`src/rtl/cmp_pkg.sv`:
```
// Shared types and constants for the serial magnitude comparator.
package cmp_pkg;

    localparam int DIGIT_W = 2;

    typedef enum logic [1:0] {
        IDLE,
        RUN,
        DONE
    } state_t;

    typedef enum logic [1:0] {
        CMP_NONE,
        CMP_GT,
        CMP_LT,
        CMP_EQ
    } cmp_res_t;

endpackage

```
`src/rtl/cmp2_digit.sv`:
```
// Combinational 2-bit digit comparator producing one-hot gt/lt/eq flags.
module cmp2_digit
    import cmp_pkg::*;
(
    input  logic [DIGIT_W-1:0] x,
    input  logic [DIGIT_W-1:0] y,
    output logic               gt,
    output logic               lt,
    output logic               eq
);

    cmp_res_t res;

    // Every x/y combination lands in exactly one branch, so the flags are one-hot.
    always_comb begin
        res = CMP_EQ;
        if (x > y)
            res = CMP_GT;
        else if (x < y)
            res = CMP_LT;
        gt = (res == CMP_GT);
        lt = (res == CMP_LT);
        eq = (res == CMP_EQ);
    end

endmodule

```
`src/rtl/serial_mag_cmp.sv`:
```
// Sequential unsigned magnitude comparator, one 2-bit digit per clock, MSB first.
// Optional SMC_EARLY_EXIT_EN: finish on the first differing digit instead of constant time.
module serial_mag_cmp
    import cmp_pkg::*;
#(
    parameter int WIDTH = 8
) (
    input  logic             clk,
    input  logic             rst_n,
    input  logic             start,
    input  logic [WIDTH-1:0] a,
    input  logic [WIDTH-1:0] b,
    output logic             busy,
    output logic             done,
    output logic             gt,
    output logic             lt,
    output logic             eq
);

    localparam int ND    = WIDTH / DIGIT_W;
    localparam int CNT_W = $clog2(ND) + 1;
    localparam logic [CNT_W-1:0] LAST = CNT_W'(ND - 1);

    state_t           state_q, state_d;
    logic [WIDTH-1:0] a_sh, b_sh;
    logic [CNT_W-1:0] cnt;
    logic             gt_q, lt_q, eq_q;

    logic d_gt, d_lt, d_eq;
    logic accept, run_step, run_exit;
    logic gt_nxt, lt_nxt, eq_nxt;

    cmp2_digit u_digit (
        .x  (a_sh[WIDTH-1 -: DIGIT_W]),
        .y  (b_sh[WIDTH-1 -: DIGIT_W]),
        .gt (d_gt),
        .lt (d_lt),
        .eq (d_eq)
    );

    always_comb begin
        accept   = (state_q == IDLE) && start;
        run_step = (state_q == RUN);
        // Sticky flags: the first decided digit wins over everything below it.
        gt_nxt   = gt_q | (d_gt & ~lt_q);
        lt_nxt   = lt_q | (d_lt & ~gt_q);
        eq_nxt   = ~gt_q & ~lt_q & d_eq;
`ifdef SMC_EARLY_EXIT_EN
        run_exit = (cnt == LAST) || d_gt || d_lt;
`else
        run_exit = (cnt == LAST);
`endif
        state_d = state_q;
        case (state_q)
            IDLE:    if (start) state_d = RUN;
            RUN:     if (run_exit) state_d = DONE;
            DONE:    state_d = IDLE;
            default: state_d = IDLE;
        endcase
    end

    always_ff @(posedge clk or negedge rst_n) begin
        if (!rst_n)
            state_q <= IDLE;
        else
            state_q <= state_d;
    end

    always_ff @(posedge clk or negedge rst_n) begin
        if (!rst_n) begin
            a_sh <= '0;
            b_sh <= '0;
            cnt  <= '0;
            gt_q <= 1'b0;
            lt_q <= 1'b0;
            eq_q <= 1'b0;
        end else if (accept) begin
            a_sh <= a;
            b_sh <= b;
            cnt  <= '0;
            gt_q <= 1'b0;
            lt_q <= 1'b0;
            eq_q <= 1'b0;
        end else if (run_step) begin
            a_sh <= a_sh << DIGIT_W;
            b_sh <= b_sh << DIGIT_W;
            cnt  <= cnt + CNT_W'(1);
            gt_q <= gt_nxt;
            lt_q <= lt_nxt;
            // eq only resolves once the walk ends with no digit having differed.
            if (run_exit)
                eq_q <= eq_nxt;
        end
    end

    assign busy = (state_q != IDLE);
    assign done = (state_q == DONE);
    assign gt   = gt_q;
    assign lt   = lt_q;
    assign eq   = eq_q;

endmodule
```
`config.mk`:
```
export PLATFORM = sky130hd
export DESIGN_NAME = serial_mag_cmp
export DESIGN_NICKNAME = d
export VERILOG_FILES = /design/src/rtl/cmp_pkg.sv /design/src/rtl/cmp2_digit.sv /design/src/rtl/serial_mag_cmp.sv
export SDC_FILE = /design/constraint.sdc
export NUM_CORES = 1
export LEC_CHECK = 0
export CAP_MARGIN = 40
export CELL_PAD_IN_SITES_DETAIL_PLACEMENT = 0
export CELL_PAD_IN_SITES_GLOBAL_PLACEMENT = 1
export CORE_ASPECT_RATIO = 0.7
export CORE_MARGIN = 2
export CORE_UTILIZATION = 40
export DETAILED_ROUTE_END_ITERATION = 10
export PLACE_DENSITY = 0.83
export SYNTH_ARGS = -nofsm -noshare
export SYNTH_HDL_FRONTEND = slang
export SYNTH_HIERARCHICAL = 1
export SYNTH_SLANG_ARGS = --single-unit
```
`constraint.sdc`:
```
create_clock -name clk -period 2.2 [get_ports clk]
set_input_delay 0.33 -clock clk [delete_from_list [all_inputs] [get_ports clk]]
set_output_delay 0.33 -clock clk [all_outputs]
set_load 0.01 [all_outputs]
```
# --- Word-level counts from Yosys, hierarchy flattened ---
# Index checks and enable logic that the tools add are counted.
op_classes:
  muxes: 18
  n_mul: 0
  bitwise: 8
  n_addsub: 1
  order_cmp: 2
  n_eq_ne: 8
  n_reduce_logical: 7
  div: 0
  shifts: 0
ops:
  columns: ["cell", "n"]
  rows:
  - ["$mux 8", 4]
  - ["$mux 1", 8]
  - ["$eq 2x2->1 const B", 3]
  - ["$mux 2", 3]
  - ["$mux 3", 2]
  - ["$reduce_bool 2->1", 3]
  - ["$and 1x1->1", 4]
  - ["$eq 2x1->1 const B", 2]
  - ["$pmux 2 s2", 1]
  - ["$reduce_and 2->1", 2]
  - ["$add 3x1->3 const B", 1]
  - ["$eq 3x2->1 const B", 1]
  - ["$gt 2x2->1", 1]
  - ["$logic_not 2->1", 1]
  - ["$lt 2x2->1", 1]
  - ["$ne 2x1->1 const B", 1]
  - ["$ne 2x2->1 const B", 1]
  - ["$not 1->1", 2]
  - ["$or 1x1->1", 2]
  - ["$logic_and 1x1->1", 1]
totals:
  ram_bits: 0
  memories: 0
  wordCells: 51
  latch_bits: 0
  ff_bits: 24
  romBits: 0
  inputBits: 19
  out_inout_bits: 5

# --- Logic depth before layout (Yosys ltp) ---
depth:
  ltp_word: 8
  mapped_depth: 6
  mapped_depth_nobuf: 6

# --- Hierarchy ---
# The synthesis kept the hierarchy.
modules_own_cells:
  columns: ["module", "area_each_um2", "n_inst", "cells_each", "seq_area_each_um2"]
  rows:
  - ["serial_mag_cmp", 1053.5, 1, 106, 600.6]
  - ["cmp2_digit", 65.1, 1, 10, 0.0]

# --- Least setup slack after synthesis ---
# OpenSTA, ideal clock, no wires.
synth_timing:
  path_type: "register to register"
  start: "register a_sh[7]"
  end: "register gt_q, in the netlist gt"
  period_less_slack_ns: 1.119
  path_buffers: 0
  setup_time_ns: 0.121
  required_time_ns: 2.079
  setup_slack_ns: 1.081
  t_arrival_ns: 0.998
  stages_incl_launch_ff: 6
  path_cell_list: "dfrtp_1 -> ha_1 -> nand2_1 -> a21boi_1 -> a31oi_1 -> nor2_1"
synth_via:
  elab_chain_len: 8
  word_cells_on_any_way: 9
  cone_classes: "order compare (2); eq/ne (1); mux (4); bitwise (2)"
synth_lines:
  columns: ["element", "line", "source"]
  rows:
  - ["start: declaration", "serial_mag_cmp.sv:25", "logic [WIDTH-1:0] a_sh, b_sh;"]
  - ["start signal: assignment", "serial_mag_cmp.sv:85", "a_sh <= a_sh << DIGIT_W;"]
  - ["$lt 2x2->1", "cmp2_digit.sv:19", "else if (x < y)"]
  - ["$mux 1", "cmp2_digit.sv:19", null]
  - ["$mux 2 (*)", "cmp2_digit.sv:17", "if (x > y)"]
  - ["$eq 2x1->1 (*)", "cmp2_digit.sv:21", "gt = (res == CMP_GT);"]
  - ["named net d_gt", "serial_mag_cmp.sv:29", "logic d_gt, d_lt, d_eq;"]
  - ["$and 1x1->1 (*)", "serial_mag_cmp.sv:45", "gt_nxt = gt_q | (d_gt & ~lt_q);"]
  - ["$or 1x1->1 (*)", "serial_mag_cmp.sv:45", null]
  - ["$mux 1 (*)", "serial_mag_cmp.sv:84", "end else if (run_step) begin"]
  - ["$mux 1 (*)", "serial_mag_cmp.sv:77", "end else if (accept) begin"]
  - ["end signal: assignment", "serial_mag_cmp.sv:88", "gt_q <= gt_nxt;"]
  - ["end: declaration", "serial_mag_cmp.sv:27", "logic gt_q, lt_q, eq_q;"]
# The timed path passes the listed nets; every way through them passes the cells marked *. The select of a mux whose other input is x is not followed.
# A chain may end at the register's enable or synchronous reset.

# --- Worst setup path after layout ---
layout_timing:
  start: "register state_q[0]"
  end: "output busy"
layout_via:
  elab_chain_len: 1
layout_lines:
  columns: ["element", "line", "source"]
  rows:
  - ["start: declaration", "serial_mag_cmp.sv:24", "state_t state_q, state_d;"]
  - ["start signal: assignment", "serial_mag_cmp.sv:66", "state_q <= state_d;"]
  - ["$reduce_bool 2->1", "serial_mag_cmp.sv:96", "assign busy = (state_q != IDLE);"]
  - ["end: declaration", "serial_mag_cmp.sv:13", "output logic busy,"]
# No other way between the ends.

==> results.md <==
- Status: finished clean
- Final setup fails: 0
- CTS tree: built
- Synth top area share: 53.7%
- Sequential fraction of the synthesis area: 53.7%
- Root buf cell: clkbuf_8
- Initial antenna violation count: 0
- Die outline width: 67.2 um
- Initial core utilization: between 40% and 50%
- Xor/xnor share of the synthesized area: 0%
- Initial DRC count: 55
- ANT nets after route: 0
- Hold-fix buffers, CTS: 0
- Final WL: 2260 um
- Syn avg cell area: 9.64 sq um
- Post-Place Worst Slack: 603 ps
- Required time of the critical path: 1870 ps
- Number of global-route vias before repair: roughly 730
- Worst endpoint data arrival time: 1450 ps
- Largest family of logic cells by synthesized area: simple AND/OR/NAND/NOR gates
- Insertion delay to the later sink of the worst-skew pair: between 200 and 300 ps
- Mapped Area: 1120 sq um
- Actual slew at the worst max-slew pin: 631 ps
- Final cell count without fillers: approximately 180
- Area Growth Syn to Fin: 28.1%
- Largest net degree at the start of global routing: 31
- Syn_nets: 139
- Drt wl/cell: 12.8 um
- Leakage: approximately 0.66 nW
- Compound-Gate Fraction of Synth Area: 14.8%
- Final nets: 164
- Num rows: 16
- Total Die Area: about 3200 sq um
- Total core area: 2720 sq um
- Cells after Synth: 116
- Pre-antenna DRT Iters: 6
- Number of buffers created by CTS: 3
- Clk buf depth: 2
- Library cells used by synthesis: 25
- Share of layout cells above drive strength 1: 6.43%
- FILL cells: 268
- Setup TNS: 0 ps
- FMAX: 0.560 GHz
- Pwr per Cell Area: ~1300 nW/um^2
- GRT overflow: 0
- Simple-Gate Fraction of Synth Area: 18.0%
- DRC Markers: 0
- Crit. End Element: primary output
- RSZ-0062 raised after global routing: false
- Mux share of post-synthesis cell area: between 3 and 4%
- Max Cap Viol: 0
- Skew final: roughly 2.2 ps
- H-tree level count: 1
- Final GP Congestion: 0.730
- Post-CTS sizing: 0
- Critical path fanouts, max: 6
- Post-layout min period: about 1800 ps
- Top FF cell, synth: dfrtp_1
- Via count of the routed design: 842
- Worst-path clk slew: 80 ps
- Area contributors post-synth: dfrtp_1 54%, nand2_1 11%, a22oi_1 5.4%
- Largest area contributor in the netlist: dfrtp_1
- Max-slew violation count: 0
- GRT Overall Usage: 15.4%
- Vias per cell: 4.78
- Max-slew headroom: a little under 60%
- CTS Sinks: 24
- Maximum VDD drop: 0.493 mV
- Setup bufs post-CTS: 0
- Final Cycle Share: about four fifths
- Most common cell in the netlist: nand2_1
- Num ports: 24
- Post-synth EDFFs: 0
- Ys Warns: 6
- Hpwl dp: 1550 um
- ANT cells: 0
- Hold Crit Class: input pin to asynchronous set/reset pin
- Dpl cells: 172
- Post-Synth Adder-Cell Area: 4.47%
- Post-synth ARST share: 100%
- Startpoint Class: flop
- Hold Fails Final Rpt: 0
- Crit path kind: flop to primary output
- I/O Buffers: 23
- Post-synthesis register bit count: 24
- Post-synth top cells: 33 x nand2_1, 24 x dfrtp_1, 11 x o21ai_1, 8 x a22oi_1, 6 x inv_1
- Global-route wire length before repair: 3480 um
- Final setup margin: 416 ps
- Die H: 48.2 um
kinds of logic (layout without fill, tap and decap cells):
group | Yosys count | in the layout
AND/OR/NAND/NOR | 45 | 45
flip-flops | 24 | 24
multiplexers | 4 | 4
adder cells (fa/ha/maj) | 4 | 4
buffers and inverters | 12 | 36
AO/OA/AOI/OAI | 27 | 27
path summary, 6_finish.rpt:
kind                       startpoint      end  slack [ps]  depth (start not counted)
setup / recovery           state_q[0]     busy         420                          2
hold / removal                  rst_n  a_sh[7]         410                          2
setup reg to reg           state_q[0]       eq         760                          3
hold reg to reg               a_sh[4]  a_sh[4]         480                          2
max in group asynchronous       rst_n   cnt[0]        1550                          2
min in group clk              a_sh[4]  a_sh[4]         480                          2
registers in the layout (all words and copies together) (netlist names):
signal	cells
a_sh	8
b_sh	8
cnt	3
state_q	2
eq	1
gt	1
lt	1
final cells by class:
| class | instances | area (sq um) | share of cell area [%] |
|---|---|---|---|
| clock buffers | 4 | 55.1 | 3.84 |
| multi-input cells | 80 | 457 | 31.9 |
| repair buffers | 26 | 253 | 17.6 |
| flip-flops and latches | 24 | 601 | 41.9 |
| inverters | 6 | 22.5 | 1.57 |
| well taps | 36 | 45.0 | 3.14 |
per-stage QoR:
step           instance area (sq um)  power, W  hold slack, ps  utilization [%]
6_report                        1430   0.00183             410             52.6
2_1_floorplan                   1120   0.00132            34.4                -
3_5_place_dp                    1380   0.00155             463             50.6
3_3_place_gp                    1380   0.00151             462             50.6
4_1_cts                         1430   0.00186             418             52.6
5_1_grt                         1430   0.00199             434             52.6
layer usage:
layer / GRT usage, % / vias up / share of wire, %
met5: 0 / - / 0
met4: 4.90 / 0 / 0.44
met3: 5.77 / 2 / 5.1
met2: 22.6 / 18 / 44
met1: 21.3 / 384 / 51
li1: - / 438 / -
worst max-delay path: stages (launching register included):
cell and delay, ps:
dfrtp_1 440, or2_1 260, clkdlybuf4s50_1 490
power by group:
| part | internal [W] | total [W] | leakage (nW) | switching, W |
|---|---|---|---|---|
| clock network | 0.000160 | 0.000300 | 0.0288 | 0.000140 |
| registers | 0.000622 | 0.000732 | 0.308 | 0.000109 |
| logic | 0.000368 | 0.000802 | 0.325 | 0.000434 |
| total | 0.00115 | 0.00183 | 0.662 | 0.000684 |
placed cells by master (no fill, tap or decap), types with 4 or more instances in the layout:
master and instances:
nand2_1 33, dfrtp_1 24, clkdlybuf4s50_1 23, o21ai_1 11, a22oi_1 8, inv_1 6
mux2i_1 4, ha_1 4, clkbuf_8 4
Power figures use the tool's default switching activity.
